**src/rtl/seven_seg_pkg.sv**
```systemverilog
// Shared types and constants for the multiplexed 7-segment display controller.
// Segment order is {g,f,e,d,c,b,a}; anodes and segments are active-low.
package seven_seg_pkg;

    typedef enum logic [1:0] {
        IDLE  = 2'd0,
        BLANK = 2'd1,
        DRIVE = 2'd2
    } state_t;

    localparam logic [3:0] AN_OFF = 4'b1111;

    // Element [0] is the rightmost digit (an[0] low).
    localparam logic [3:0][3:0] AN_DIG = {4'b0111, 4'b1011, 4'b1101, 4'b1110};

    localparam logic [6:0] SEG_OFF = 7'h7F;

    // Element [n] is the glyph for nibble n; b and d are lower case.
    localparam logic [15:0][6:0] HEX_GLYPH = {
        7'h0E, 7'h06, 7'h21, 7'h46,   // F E d C
        7'h03, 7'h08, 7'h10, 7'h00,   // b A 9 8
        7'h78, 7'h02, 7'h12, 7'h19,   // 7 6 5 4
        7'h30, 7'h24, 7'h79, 7'h40    // 3 2 1 0
    };

    function automatic int max_int(input int a, input int b);
        return (a > b) ? a : b;
    endfunction

endpackage

```
**src/rtl/hex_to_7seg.sv**
```systemverilog
// Combinational hex nibble to active-low {g,f,e,d,c,b,a} segment decoder.
module hex_to_7seg
    import seven_seg_pkg::*;
(
    input  logic [3:0] nibble,
    output logic [6:0] seg
);

    assign seg = HEX_GLYPH[nibble];

endmodule

```
**src/rtl/seven_seg_display_ctrl.sv**
```systemverilog
// Scans a 4-digit multiplexed 7-segment display right to left with guard blanking,
// double-buffering loaded values so they only take effect at frame boundaries.
module seven_seg_display_ctrl
    import seven_seg_pkg::*;
#(
    parameter int DWELL_CYCLES    = 4,
    parameter int BLANK_CYCLES    = 1,
    parameter bit LEAD_ZERO_BLANK = 1'b1
) (
    input  logic        div_clock,
    input  logic        reset,
    input  logic        enable,
    input  logic [15:0] value_in,
    input  logic        err_in,
    input  logic        load_valid,
    output logic        load_ready,
    output logic [3:0]  an,
    output logic [6:0]  seg,
    output logic        dp,
    output logic        frame_done
);

    localparam int CNT_MAX = max_int(DWELL_CYCLES, BLANK_CYCLES);
    localparam int CNT_W   = $clog2(CNT_MAX + 1);

    localparam logic [CNT_W-1:0] DWELL_LAST = CNT_W'(DWELL_CYCLES - 1);
    localparam logic [CNT_W-1:0] BLANK_LAST =
        (BLANK_CYCLES > 0) ? CNT_W'(BLANK_CYCLES - 1) : '0;

    state_t           state_q, state_d;
    logic [1:0]       digit_q, digit_d;
    logic [CNT_W-1:0] cnt_q, cnt_d;
    logic             frame_end;

    logic [15:0]      disp_val_q, disp_val_d;
    logic             disp_err_q, disp_err_d;
    logic [15:0]      pend_val_q;
    logic             pend_err_q;
    logic             pend_full_q;

    logic             accept;
    logic             transfer;

    logic [3:0]       nibble_d;
    logic             lead_blank_d;
    logic [6:0]       glyph_d;
    logic [3:0]       an_d;
    logic [6:0]       seg_d;
    logic             dp_d;

    assign load_ready = ~pend_full_q;
    assign accept     = load_valid & load_ready;
    assign transfer   = frame_end & pend_full_q;

    always_comb begin
        state_d   = state_q;
        digit_d   = digit_q;
        cnt_d     = cnt_q;
        frame_end = 1'b0;
        if (!enable) begin
            state_d = IDLE;
            digit_d = 2'd0;
            cnt_d   = '0;
        end else begin
            case (state_q)
                IDLE: begin
                    state_d = (BLANK_CYCLES == 0) ? DRIVE : BLANK;
                    digit_d = 2'd0;
                    cnt_d   = '0;
                end
                BLANK: begin
                    if (cnt_q == BLANK_LAST) begin
                        state_d = DRIVE;
                        cnt_d   = '0;
                    end else begin
                        cnt_d = cnt_q + CNT_W'(1);
                    end
                end
                DRIVE: begin
                    if (cnt_q == DWELL_LAST) begin
                        state_d   = (BLANK_CYCLES == 0) ? DRIVE : BLANK;
                        digit_d   = digit_q + 2'd1;
                        cnt_d     = '0;
                        frame_end = (digit_q == 2'd3);
                    end else begin
                        cnt_d = cnt_q + CNT_W'(1);
                    end
                end
                default: begin
                    state_d = IDLE;
                    digit_d = 2'd0;
                    cnt_d   = '0;
                end
            endcase
        end
    end

    // Outputs are decoded from the next-cycle state so they register on the same edge.
    always_comb begin
        disp_val_d   = transfer ? pend_val_q : disp_val_q;
        disp_err_d   = transfer ? pend_err_q : disp_err_q;
        nibble_d     = disp_val_d[3:0];
        lead_blank_d = 1'b0;
        case (digit_d)
            2'd0: begin
                nibble_d     = disp_val_d[3:0];
                lead_blank_d = 1'b0;
            end
            2'd1: begin
                nibble_d     = disp_val_d[7:4];
                lead_blank_d = (disp_val_d[15:4] == 12'd0);
            end
            2'd2: begin
                nibble_d     = disp_val_d[11:8];
                lead_blank_d = (disp_val_d[15:8] == 8'd0);
            end
            default: begin
                nibble_d     = disp_val_d[15:12];
                lead_blank_d = (disp_val_d[15:12] == 4'd0);
            end
        endcase
        an_d  = AN_OFF;
        seg_d = SEG_OFF;
        dp_d  = 1'b1;
        if (state_d == DRIVE) begin
            an_d  = AN_DIG[digit_d];
            seg_d = (LEAD_ZERO_BLANK && lead_blank_d) ? SEG_OFF : glyph_d;
            dp_d  = ~((digit_d == 2'd0) & disp_err_d);
        end
    end

    hex_to_7seg u_hex_to_7seg (
        .nibble (nibble_d),
        .seg    (glyph_d)
    );

    always_ff @(posedge div_clock or posedge reset) begin
        if (reset) begin
            state_q    <= BLANK;
            digit_q    <= 2'd0;
            cnt_q      <= '0;
            disp_val_q <= 16'd0;
            disp_err_q <= 1'b0;
            an         <= AN_OFF;
            seg        <= SEG_OFF;
            dp         <= 1'b1;
            frame_done <= 1'b0;
        end else begin
            state_q    <= state_d;
            digit_q    <= digit_d;
            cnt_q      <= cnt_d;
            disp_val_q <= disp_val_d;
            disp_err_q <= disp_err_d;
            an         <= an_d;
            seg        <= seg_d;
            dp         <= dp_d;
            frame_done <= frame_end;
        end
    end

    // A load on the transfer edge is only possible when the buffer was already empty.
    always_ff @(posedge div_clock or posedge reset) begin
        if (reset) begin
            pend_full_q <= 1'b0;
            pend_val_q  <= 16'd0;
            pend_err_q  <= 1'b0;
        end else if (transfer) begin
            pend_full_q <= 1'b0;
        end else if (accept) begin
            pend_full_q <= 1'b1;
            pend_val_q  <= value_in;
            pend_err_q  <= err_in;
        end
    end

endmodule

```
**config.mk**
```make
export PLATFORM = sky130hd
export DESIGN_NAME = seven_seg_display_ctrl
export DESIGN_NICKNAME = d
export VERILOG_FILES = /design/src/rtl/seven_seg_pkg.sv /design/src/rtl/hex_to_7seg.sv /design/src/rtl/seven_seg_display_ctrl.sv
export SDC_FILE = /design/constraint.sdc
export NUM_CORES = 1
export LEC_CHECK = 0
export ABC_AREA = 1
export CAP_MARGIN = 40
export CORE_ASPECT_RATIO = 1.5
export CORE_MARGIN = 4
export CORE_UTILIZATION = 50
export CTS_BUF_LIST = sky130_fd_sc_hd__clkbuf_4 sky130_fd_sc_hd__clkbuf_8
export DETAILED_ROUTE_END_ITERATION = 16
export GPL_TIMING_DRIVEN = 0
export HOLD_SLACK_MARGIN = 0.08
export PLACE_DENSITY = 0.73
export RECOVER_POWER = 25
export SLEW_MARGIN = 20
export SYNTH_ARGS = -nofsm -noshare
export SYNTH_HDL_FRONTEND = slang
export SYNTH_SLANG_ARGS = --single-unit
```
**constraint.sdc**
```tcl
create_clock -name div_clock -period 3.06 [get_ports div_clock]
set_input_delay 0.918 -clock div_clock [delete_from_list [all_inputs] [get_ports div_clock]]
set_output_delay 0.918 -clock div_clock [all_outputs]
set_load 0.01 [all_outputs]
```
Yosys cells after proc, flatten, opt, wreduce, memory -nomap -nowiden
Memories as Yosys holds them, arrays and structs flattened. Index checks and enable logic that the tools add are counted.

Register bits: 55. Input port bits: 21. Output and inout port bits: 14. Memories kept: 1. Logic and storage cells: 65. Memory bits (read-only): 112.

Memories: (no name shown) (depth 16, bits a word 7, rd ports 1, clocked after Yosys merged registers in 0, write ports 0, RTL line hex_to_7seg.sv:9) `assign seg = HEX_GLYPH[nibble];`.

Reduce and logical (&&, ||, !) cells: 8. Equal/unequal tests: 7. Magnitude comparators: 2. Mux-type cells: 27. Bitwise operators: 6. Add/sub/neg operators: 2.

Operators by type and width (count): $mux 7 (3); $mux 16 (1); $logic_not 12->1 (1); $pmux 4 s3 (1); $mux 2 (5); $mux 3 (3); $bmux 4 s2 (1); $eq 2x2->1 const B (4); $logic_not 8->1 (1); $mux 4 (2); $mux 1 (7); $pmux 2 s3 (1); $pmux 3 s2 (1); $lt 4x5->1 const B (1); $eq 2x1->1 const B (2); $logic_not 2->1 (2); $logic_not 4->1 (1); $pmux 2 s2 (1); $add 3x1->3 const B (1); $and 1x1->1 (3); $eq 3x2->1 const B (1); $logic_not 3->1 (1); $lt 2x3->1 const B (1); $not 1->1 (3); 4 further kinds (4).

Depth between registers and ports, before layout
Gate-level depths: netlist of run 1.

Depth after elaboration: 11. Depth in mapped cells: 20. Gate-level depth less buffers: 19.

Cells and area by module
A second synthesis of run 1 with hierarchy kept.

Cell total of the unflattened synthesis: 294. Area, all modules: 2712.6 um^2.

By module, submodules not included: seven_seg_display_ctrl (cells each 245, times used 1, seq. area each 1392.6 um^2, area each 2438.6 um^2); hex_to_7seg (cells each 49, times used 1, seq. area each 0.0 um^2, area each 274.0 um^2).

Worst setup path after synthesis of run 1
OpenSTA, ideal clock, no wires.

Path type: input port to flip-flop. Start: input enable. End: register seg[3]. Required time: 2.981 ns. Stages: 14. Setup slack: 0.629 ns. Setup time: 0.079 ns. Data arrival time: 2.351 ns. Path buffers: 0. Cell sequence: nand2_1 > a21oi_1 > nand2_2 > inv_2 > nor2_1 > nand2_1 > nand3_2 > nor2_4 > inv_1 > ha_1 > nand3_1 > nand2_1 > nand2_1 > nand3_2.

Elaborated cells between the ends (all ways): 18. Classes of those cells: eq/ne (3); mux (9); bitwise (1); reduce/logical (4); memory (1).

RTL lines: start, declared (RTL line seven_seg_display_ctrl.sv:12) `input logic enable,`; $mux 2 * (RTL line seven_seg_display_ctrl.sv:60) `if (!enable) begin`; via digit_d[0] (RTL line seven_seg_display_ctrl.sv:31) `logic [1:0] digit_q, digit_d;`; $eq 2x2->1 (tied with other cells) (RTL line seven_seg_display_ctrl.sv:104) `case (digit_d)`; $pmux 4 s3 (RTL line seven_seg_display_ctrl.sv:104); $mem_v2 16x7; $mux 7 (implied by the code) (RTL line hex_to_7seg.sv:9); $mux 7 * (RTL line seven_seg_display_ctrl.sv:127) `seg_d = (LEAD_ZERO_BLANK && lead_blank_d) ? SEG_OFF : glyph_d;`; $mux 7 * (RTL line seven_seg_display_ctrl.sv:125) `if (state_d == DRIVE) begin`; via seg_d[3] (RTL line seven_seg_display_ctrl.sv:48) `logic [6:0] seg_d;`; end signal, assigned (RTL line seven_seg_display_ctrl.sv:155) `seg <= seg_d;`; end, declared (RTL line seven_seg_display_ctrl.sv:18) `output logic [6:0] seg,`.

Mark *: on every way through the listed nets, which the timed path passes. The rest lies on a longest branch. The select of a mux whose other input is x is not followed. A chain may end at the register's enable or synchronous reset.

Final worst setup path of run 1
Start: register state_q[0]. End: register seg[0].

Longest elaborated chain between the ends: 10. Elaborated cells between the ends (all ways): 26. Classes of those cells: eq/ne (5); mux (14); bitwise (1); reduce/logical (5); memory (1).

RTL lines: start, declared (RTL line seven_seg_display_ctrl.sv:30) `state_t state_q, state_d;`; start signal, assigned (RTL line seven_seg_display_ctrl.sv:149) `state_q <= state_d;`; $eq 2x2->1 * (RTL line seven_seg_display_ctrl.sv:65) `case (state_q)`; $mux 1 * (RTL line seven_seg_display_ctrl.sv:65); $mux 1 * (RTL line seven_seg_display_ctrl.sv:60); $and 1x1->1 * (RTL line seven_seg_display_ctrl.sv:53) `assign transfer = frame_end & pend_full_q;`; $mux 16 * (RTL line seven_seg_display_ctrl.sv:100) `disp_val_d = transfer ? pend_val_q : disp_val_q;`; via disp_val_d[12] (RTL line seven_seg_display_ctrl.sv:35) `logic [15:0] disp_val_q, disp_val_d;`; $pmux 4 s3 (RTL line seven_seg_display_ctrl.sv:104); $mem_v2 16x7; $mux 7 (implied by the code) (RTL line hex_to_7seg.sv:9); $mux 7 * (RTL line seven_seg_display_ctrl.sv:127); $mux 7 * (RTL line seven_seg_display_ctrl.sv:125); via seg_d[0] (RTL line seven_seg_display_ctrl.sv:48).

Marked as above.

==> run metrics, run 1 <==
average wire per standard cell=12.8 um; Avg Synthesized Cell Area=9.48 um2; clk root buf=clkbuf_8; GR Overflow Total=0; GP Congestion=0.835; area growth from synthesis to layout=19.6%; Post-DP Area=3260 um2; share of cells above drive strength 1=25.6%; max cap viols=0; crit path max fanout=10; commonest non-fill, non-tap cells in the layout=70 x nand2_1, 42 x dfrtp_1, 33 x inv_1; Final ANT Viol Nets=0; Max Root-Sink Buffers=2; DRC=0; status=finished, final reports clean; critical-path cell list=inv_1 -> ha_1 -> nand2_1 -> nor2_4 -> nand2_1 -> buf_6 -> nand2_1 -> o21ai_2 -> inv_2 -> nand2_1 -> nand4_1 -> ha_2 -> nand3_1 -> nor2_1 -> nor2_2 -> nand3_1; initial antenna violation count=0; Net Sw Frac=between 20% and 30%; Pwr Density=366 nW/um2; Die W=roughly 70 um; Slew HR=approximately a quarter; Final Max Tran Viols=0; std cell rows=33; Least-Margin Pin Slew=approximately 1.1 ns; first-pass GRT wire length=9360 um; R2R depth=16; Seq pwr share=59.5%; port bufs=34; WP data required=approximately 3.3 ns; Syn Std Cell Area=between 2000 and 3000 um2; CTS clk-pin slew, worst paths=~0.090 ns; CTS Sinks=55; Max stage delay on crit path=0.59 ns; final hold slack=0.478 ns; num ports=35; CP dominant cell by count=nand2_1; Post-Syn Nets=335; Buf/Inv on CP=3; commonest non-fill, non-tap cell in the layout=nand2_1; combinational share of power=5.9%; ANT cells=0; Worst R2R Start=state_q[0]; Fin. Hold Viols=0; WHS Path Cells=1; detailed-router iteration count before antenna repair=4; final setup vio count=0; dpl hpwl=between 4000 and 5000 um; vias=2017; largest net degree at the start of global routing=56; Tcrit/Tclk final=89.4%; critical path class=register to register; Post-CTS Hold Buffers=0; routed vias/inst=between 4 and 5; Top delay family on crit path=simple AND/OR/NAND/NOR gates; die area=about 7000 um2; global-route usage over all layers=16.5%; Sw Pwr=280 uW; CTS tree=built; CP Capture Type=register; DR iter-0 viols=130; FF+latch count, synth=55; Worst-Skew Late Latency=0.31 ns; CP max-delay cell=dfstp_1; yosys warns=0; Tmin final=between 2 and 3 ns; worst vdd ir=275 uV; Worst R2R End=seg[0]; Max Clk Rate=366 MHz; Seq/Total Area, Yosys=49.1%; fin area=3390 um2; hold endpoint=cnt_q[0]; core area=between 5000 and 6000 um2; Nets=379; Synth cell types=26; Power Internal=roughly 960 uW; CTS buffer count=5; number of global-route vias before repair=2151; Critical Path Start Type=register; DRT Wirelength=5290 um; Hold Crit Class=register to register; hold wc startpoint=cnt_q[0]; RSZ-0062 raised after global routing=no; flop2flop setup slack=0.32 ns; starting density of the core=51.6%; Lkg Pwr=roughly 0.0017 uW; CTS H-tree lvls=2; Clock Power Share=34.6%; Worst Path Arrival=a little under 3 ns; skew final=0.0153 ns; Post-Synthesis Cells=299; Die Y=~100 um
## power groups by stage
stage	clock (uW)	sequential [uW]	combinational, uW
CTS	444	739	75.1
finish	429	738	72.8
global placement	0	752	72.6
global route	475	739	82.5
floorplan	0	753	31.8
detailed placement	0	752	74.8
## synth_stat cells (all sizes together)
cell / number / share of area [%]
nand2: 88 / 14
dfrtp: 42 / 37
nand3: 39 / 8.3
inv: 38 / 5.0
nor2: 21 / 3.9
mux2: 16 / 6.4
ha: 15 / 6.6
dfstp: 13 / 12
o21ai: 13 / 3.2
buf: 6 / 1.8
a21oi: 3 / 0.53
nand4: 2 / 0.44
a211oi: 1 / 0.26
nand3b: 1 / 0.26
or2: 1 / 0.22
## per-stage QoR
| step | std cells | setup WS, ns | utilization (%) | power (uW) | TNS, ns |
|---|---|---|---|---|---|
| 2_1_floorplan | 299 | 0.629 | - | 785 | 0 |
| 3_3_place_gp | 403 | -0.218 | 59.4 | 824 | -8.30 |
| 4_1_cts | 411 | 0.0849 | 61.3 | 1260 | 0 |
| 3_5_place_dp | 403 | -0.230 | 59.4 | 827 | -1.19 |
| 5_1_grt | 414 | 0.110 | 61.7 | 1300 | 0 |
| 6_report | 414 | 0.325 | 61.7 | 1240 | 0 |
## layout make-up
| type | instances | area [um2] |
|---|---|---|
| clock inverters | 2 | 18.8 |
| well taps | 70 | 87.6 |
| clock buffers | 6 | 82.6 |
| multi-input cells | 200 | 1250 |
| plain buffers | 6 | 51.3 |
| inverters | 38 | 145 |
| flip-flops and latches | 55 | 1390 |
| repair buffers | 37 | 365 |
| fillers | 487 | 2100 |
## metal layers
metal,vias up,wire length [um],GRT usage (%)
li1,1030,-,-
met1,952,2140,19.1
met2,25,2910,30.0
met3,10,126,3.01
met4,0,105,6.47
met5,-,0,0
## worst max-delay path by stage
stage	cells past startpoint	startpoint	slack, ns	endpoint
2_1_floorplan	14	enable	0.63	seg[3]
3_3_place_gp	15	enable	-0.22	seg[3]
3_5_place_dp	14	enable	-0.23	seg[0]
4_1_cts	14	enable	0.08	seg[0]
5_1_grt	16	state_q[0]	0.11	seg[0]
6_report	16	state_q[0]	0.32	seg[0]
## flip-flops by register name, indices dropped and copies added (netlist names)
signal	flops
digit_q	2
pend_val_q	16
state_q	2
disp_val_q	16
pend_err_q	1
disp_err_q	1
dp	1
pend_full_q	1
seg	7
frame_done	1
an	4
cnt_q	3
## cells by family (layout without fill, tap and decap cells)
group | Yosys count | after routing | synth area share, %
AND/OR/NAND/NOR | 152 | 152 | 27.0
flip-flops | 55 | 55 | 49.1
buffers and inverters | 44 | 89 | 6.84
AO/OA/AOI/OAI | 17 | 17 | 4.02
multiplexers | 16 | 16 | 6.36
adder cells (fa/ha/maj) | 15 | 15 | 6.62
## repair_timing
action                     CTS  global route
setup buffers                0             3
resized for setup            0             4
setup endpoints to repair    0             7
Note: power is estimated with default switching activity, not from simulation.
==> inputs of run 2 (changes only) <==
- PLACE_DENSITY: 0.73 -> unset
- PLACE_DENSITY_LB_ADDON: unset -> 0.05
==> run metrics, run 2 (synthesized netlist as in run 1, its figures left out) <==
Die W=69.5 um; Hold Crit Class=register to register; Critical Path Start Type=register; DP Cell Count=403; commonest non-fill, non-tap cell in the layout=nand2_1; Die Y=100 um; WHS Path Cells=2; Total Power=1250 uW; Lkg Pwr=0.00170 uW; vias=2026; global-route usage over all layers=about 16%; largest net degree at the start of global routing=56; Final Max Tran Viols=0; fin area=3380 um2; Worst-Skew Late Latency=0.32 ns; critical path class=register to register; Pwr Density=369 nW/um2; commonest non-fill, non-tap cells in the layout=70 x nand2_1, 42 x dfrtp_1, 33 x inv_1; std cell rows=33; core area=5490 um2; final setup vio count=0; routed vias/inst=4.91; DRT Wirelength=5300 um; starting density of the core=51.6%; detailed-router iteration count before antenna repair=4; Post-DP Area=3260 um2; Max Clk Rate=roughly 360 MHz; CTS Sinks=55; GP Congestion=0.839; die area=6960 um2; area of the multi-input gates=between 1000 and 1500 um2; crit path max fanout=7; Tmin final=around 2.7 ns; Nets=378; pre-CTS worst setup slack=-0.256 ns; first-pass GRT wire length=between 9000 and 10000 um; met2 GRT Util=between 30% and 40%; clk root buf=clkbuf_8; CTS H-tree lvls=2; Final ANT Viol Nets=0; Fin. Hold Viols=0; Slew HR=25.2%; WP data required=3.31 ns; largest registers=disp_val_q x16, pend_val_q x16, seg x7; DR iter-0 viols=57; CTS buffer count=5; GR Util met3=3.51%; share of cells above drive strength 1=roughly 25%; met1 GRT Util=18.5%; Max Root-Sink Buffers=2; skew final=0.0115 ns; CTS tree=built; fin cells=413; port bufs=34; # fillers=493; Least-Margin Pin Slew=around 1.1 ns; average wire per standard cell=between 10 and 15 um; DRC=0; number of global-route vias before repair=2000; RSZ-0062 raised after global routing=no; GRT busiest layer=met2; ANT cells=0; area growth from synthesis to layout=19.2%; dpl hpwl=3970 um; max cap viols=0; R2R depth=15; initial antenna violation count=0; status=finished, final reports clean; num ports=35; CP Capture Type=register; final setup margin=about 0.32 ns; Sequential Area=1390 um2; Worst Path Arrival=3.00 ns; worst vdd ir=311 uV; Core Util, Final=61.5%; Tcrit/Tclk final=between 80% and 90%; GR Overflow Total=0; CTS clk-pin slew, worst paths=0.09 ns
run 2: cell type report:
type / count / share of cell area [%]
multi-input cells: 200 / 36.8
inverters: 38 / 4.29
clock inverters: 2 / 0.518
plain buffers: 6 / 1.52
clock buffers: 6 / 2.44
flip-flops and latches: 55 / 41.2
well taps: 70 / 2.59
repair buffers: 36 / 10.6
run 2: what timing repair did:
item | CTS | global route
resized for setup | 0 | 2
endpoints found under the setup margin | 0 | 5
buffers inserted | 0 | 2
hold buffers | 0 | 0
run 2: power breakdown:
group,switching [uW],internal [uW]
sequential,3.12,735
combinational,37.0,34.7
clock,248,190
run 2: metrics by stage:
step	setup TNS [ns]	hold slack (ns)
2_1_floorplan	0	0.440
3_3_place_gp	-11.25	0.455
3_5_place_dp	-1.33	0.465
4_1_cts	0	0.489
5_1_grt	0	0.514
6_report	0	0.482
run 2: per-layer routing:
metal	routed length (um)	part of all wire, %
met5	0	0
met4	73	1.4
met3	157	3.0
met2	2850	54
met1	2210	42
run 2: final timing paths:
check / startpoint / endpoint / slack [ns]
setup reg to reg: state_q[0] / seg[1] / 0.32
max in group asynchronous: reset / pend_val_q[0] / 1.04
setup / recovery: state_q[0] / seg[1] / 0.32
hold reg to reg: disp_val_q[2] / disp_val_q[2] / 0.48
min in group asynchronous: reset / state_q[1] / 1.35
hold / removal: disp_val_q[2] / disp_val_q[2] / 0.48
run 2: worst max-delay path, cell delays in order, from the launching register on:
cell	delay [ns]
dfstp_1	0.58
inv_1	0.09
ha_1	0.28
nand2_1	0.11
a21oi_1	0.18
nand2_2	0.18
nor2_4	0.19
inv_1	0.07
nor2_1	0.18
nor2_4	0.06
buf_4	0.14
ha_1	0.26
nand3_1	0.09
nor2_1	0.14
nor2_1	0.05
nand2_1	0.07
==> inputs of run 3 (changes only) <==
- CORE_MARGIN: 4 -> 2
- SYNTH_HIERARCHICAL: unset -> 1
==> run metrics, run 3 <==
status=finished, final reports clean; RSZ-0062 raised after global routing=no; XOR/XNOR Fraction of Synth Area=0%; Max Clk Rate=between 300 and 400 MHz; average wire per standard cell=11.7 um; Final Max Tran Viols=0; first-pass GRT wire length=8750 um; largest net degree at the start of global routing=37; std cell rows=32; Hold Crit Class=register to register; # fillers=501; Post-Synthesis Cells=a little under 300; starting density of the core=52.1%; Syn Std Cell Area=2710 um2; area growth from synthesis to layout=21.0%; Worst R2R End=seg[3]; mux contribution to synthesized area=7.89%; Tcrit/Tclk final=between 90% and 100%; R2R depth=16; share of the synthesized area in the top cell type=around 39%; ANT cells=0; yosys warns=6; GR Overflow Total=0; Nets=about 380; largest family of logic cells by synthesized area=simple AND/OR/NAND/NOR gates; routed vias/inst=between 4 and 5; Fin. Hold Viols=0; GP Congestion=0.796; WP data required=3.30 ns; most frequent cell after synthesis=nand2_1; dpl hpwl=3710 um; worst vdd ir=346 uV; ys flop type=dfrtp_1; CTS H-tree lvls=2; Die W=64.1 um; simple-gate share of the synthesized area=22.4%; Least-Margin Pin Slew=about 0.85 ns; detailed-router iteration count before antenna repair=4; core area=5200 um2; CTS tree=built; global-route usage over all layers=between 10% and 20%; Compound-Gate Fraction of Synth Area=between 3 and 4%; DP Cell Count=397; Worst Path Arrival=3.02 ns; skew final=~0.0068 ns; Setup crit start=enable; DR iter-0 viols=37; Post-Syn Nets=331; most instantiated cells after synthesis=80 x nand2_1, 42 x dfrtp_1, 42 x inv_1, 31 x nand3_1, 19 x mux2_2; Max Root-Sink Buffers=2; max cap viols=0; initial antenna violation count=0; Post-synth EDFFs=0; Lkg Pwr=0.00168 uW; CP Capture Type=register; commonest non-fill, non-tap cells in the layout=80 x nand2_1, 42 x dfrtp_1, 40 x inv_1; vias=1973; clk root buf=clkbuf_8; WHS Path Cells=1; flop2flop setup slack=0.31 ns; share of cells above drive strength 1=19.8%; hold wc startpoint=cnt_q[0]; commonest non-fill, non-tap cell in the layout=nand2_1; Worst R2R Start=state_q[0]; num ports=35; Synth cell types=26; FF+latch count, synth=55; final setup vio count=0; hold endpoint=cnt_q[0]; Avg Synthesized Cell Area=9.23 um2; synth top area cells=dfrtp_1 39%, dfstp_2 13%, nand2_1 11%; CTS buffer count=5; Synth Area in Adders=7.38%; Worst-Skew Late Latency=0.30 ns; area leader, netlist=dfrtp_1; die area=a little over 6000 um2; Critical Path Start Type=input port; Final ANT Viol Nets=0; fin cells=411; final hold slack=0.479 ns; CTS Sinks=55; largest registers=disp_val_q x16, pend_val_q x16, seg x7; Tmin final=between 2 and 3 ns; crit path max fanout=10; port bufs=34; Slew HR=43.3%; critical path class=input port to register; Die Y=about 94 um; CTS clk-pin slew, worst paths=approximately 0.090 ns; Seq/Total Area, Yosys=51.3%; fraction of registers with async set/reset=100%; DRC=0; DRT Wirelength=4790 um; Pwr Density=approximately 370 nW/um2; number of global-route vias before repair=1963
-- run 3: cell type report --
type                            instances  area (um2)  area share [%]
Multi-Input combinational cell        188        1110            33.8
Clock buffer                            7        90.1            2.74
Inverter                               43         161            4.92
Clock inverter                          1        3.75           0.114
Sequential cell                        55        1390            42.4
Buffer                                  8        51.3            1.56
Tap cell                               68        85.1            2.59
Timing Repair Buffer                   41         389            11.9
-- run 3: cell families (layout without fill, tap and decap cells) --
group                      count (synthesis)  after routing
adders and majority gates                 16             16
muxes                                     19             19
AOI/OAI and AO/OA                         15             15
buffers and inverters                     51            100
and+or+nand+nor                          138            138
DFF                                       55             55
-- run 3: layer usage --
| layer | share of wire, % | up-vias | GRT usage, % |
|---|---|---|---|
| met1 | 40 | 926 | 20.2 |
| met5 | 0 | - | 0 |
| met3 | 2.4 | 5 | 2.88 |
| li1 | - | 1015 | - |
| met2 | 56 | 27 | 35.4 |
| met4 | 1.7 | 0 | 6.91 |
-- run 3: critical path, cell delays in order --
cell,delay [ns]
dlygate4sd2_1,0.26
nand2_1,0.11
nor2_4,0.20
nand2_4,0.07
buf_6,0.15
mux2_2,0.28
nand2_1,0.08
nand4_1,0.22
inv_2,0.17
ha_1,0.26
nand2_1,0.06
nand3_1,0.07
nand2_1,0.06
inv_1,0.03
nand3_1,0.07
-- run 3: repair_timing --
item,CTS,global route
setup buffers,6,0
endpoints found under the setup margin,7,0
resized for setup,4,0
hold buffers,0,0
-- run 3: worst max path at each step --
| stage | endpoint | cells past startpoint |
|---|---|---|
| 2_1_floorplan | seg[3] | 14 |
| 3_3_place_gp | seg[3] | 15 |
| 3_5_place_dp | seg[3] | 15 |
| 4_1_cts | seg[3] | 15 |
| 5_1_grt | seg[0] | 19 |
| 6_report | seg[3] | 15 |
-- run 3: report_power, final --
group | switching (uW) | internal (uW)
clock | 216 | 191
combinational | 34.9 | 34.4
sequential | 3.40 | 735
-- run 3: stage by stage --
stage | setup TNS [ns] | worst slack, ns | area [um2] | power (uW) | util, %
after floorplan | 0 | 0.434 | 2710 | 784 | -
after global placement | -9.05 | -0.472 | 3140 | 823 | 60.3
after detailed placement | -2.99 | -0.472 | 3160 | 827 | 60.7
after CTS | 0 | 0.252 | 3300 | 1240 | 63.4
after global routing | 0 | 0.0431 | 3280 | 1270 | 63.1
final | 0 | 0.279 | 3280 | 1210 | 63.1
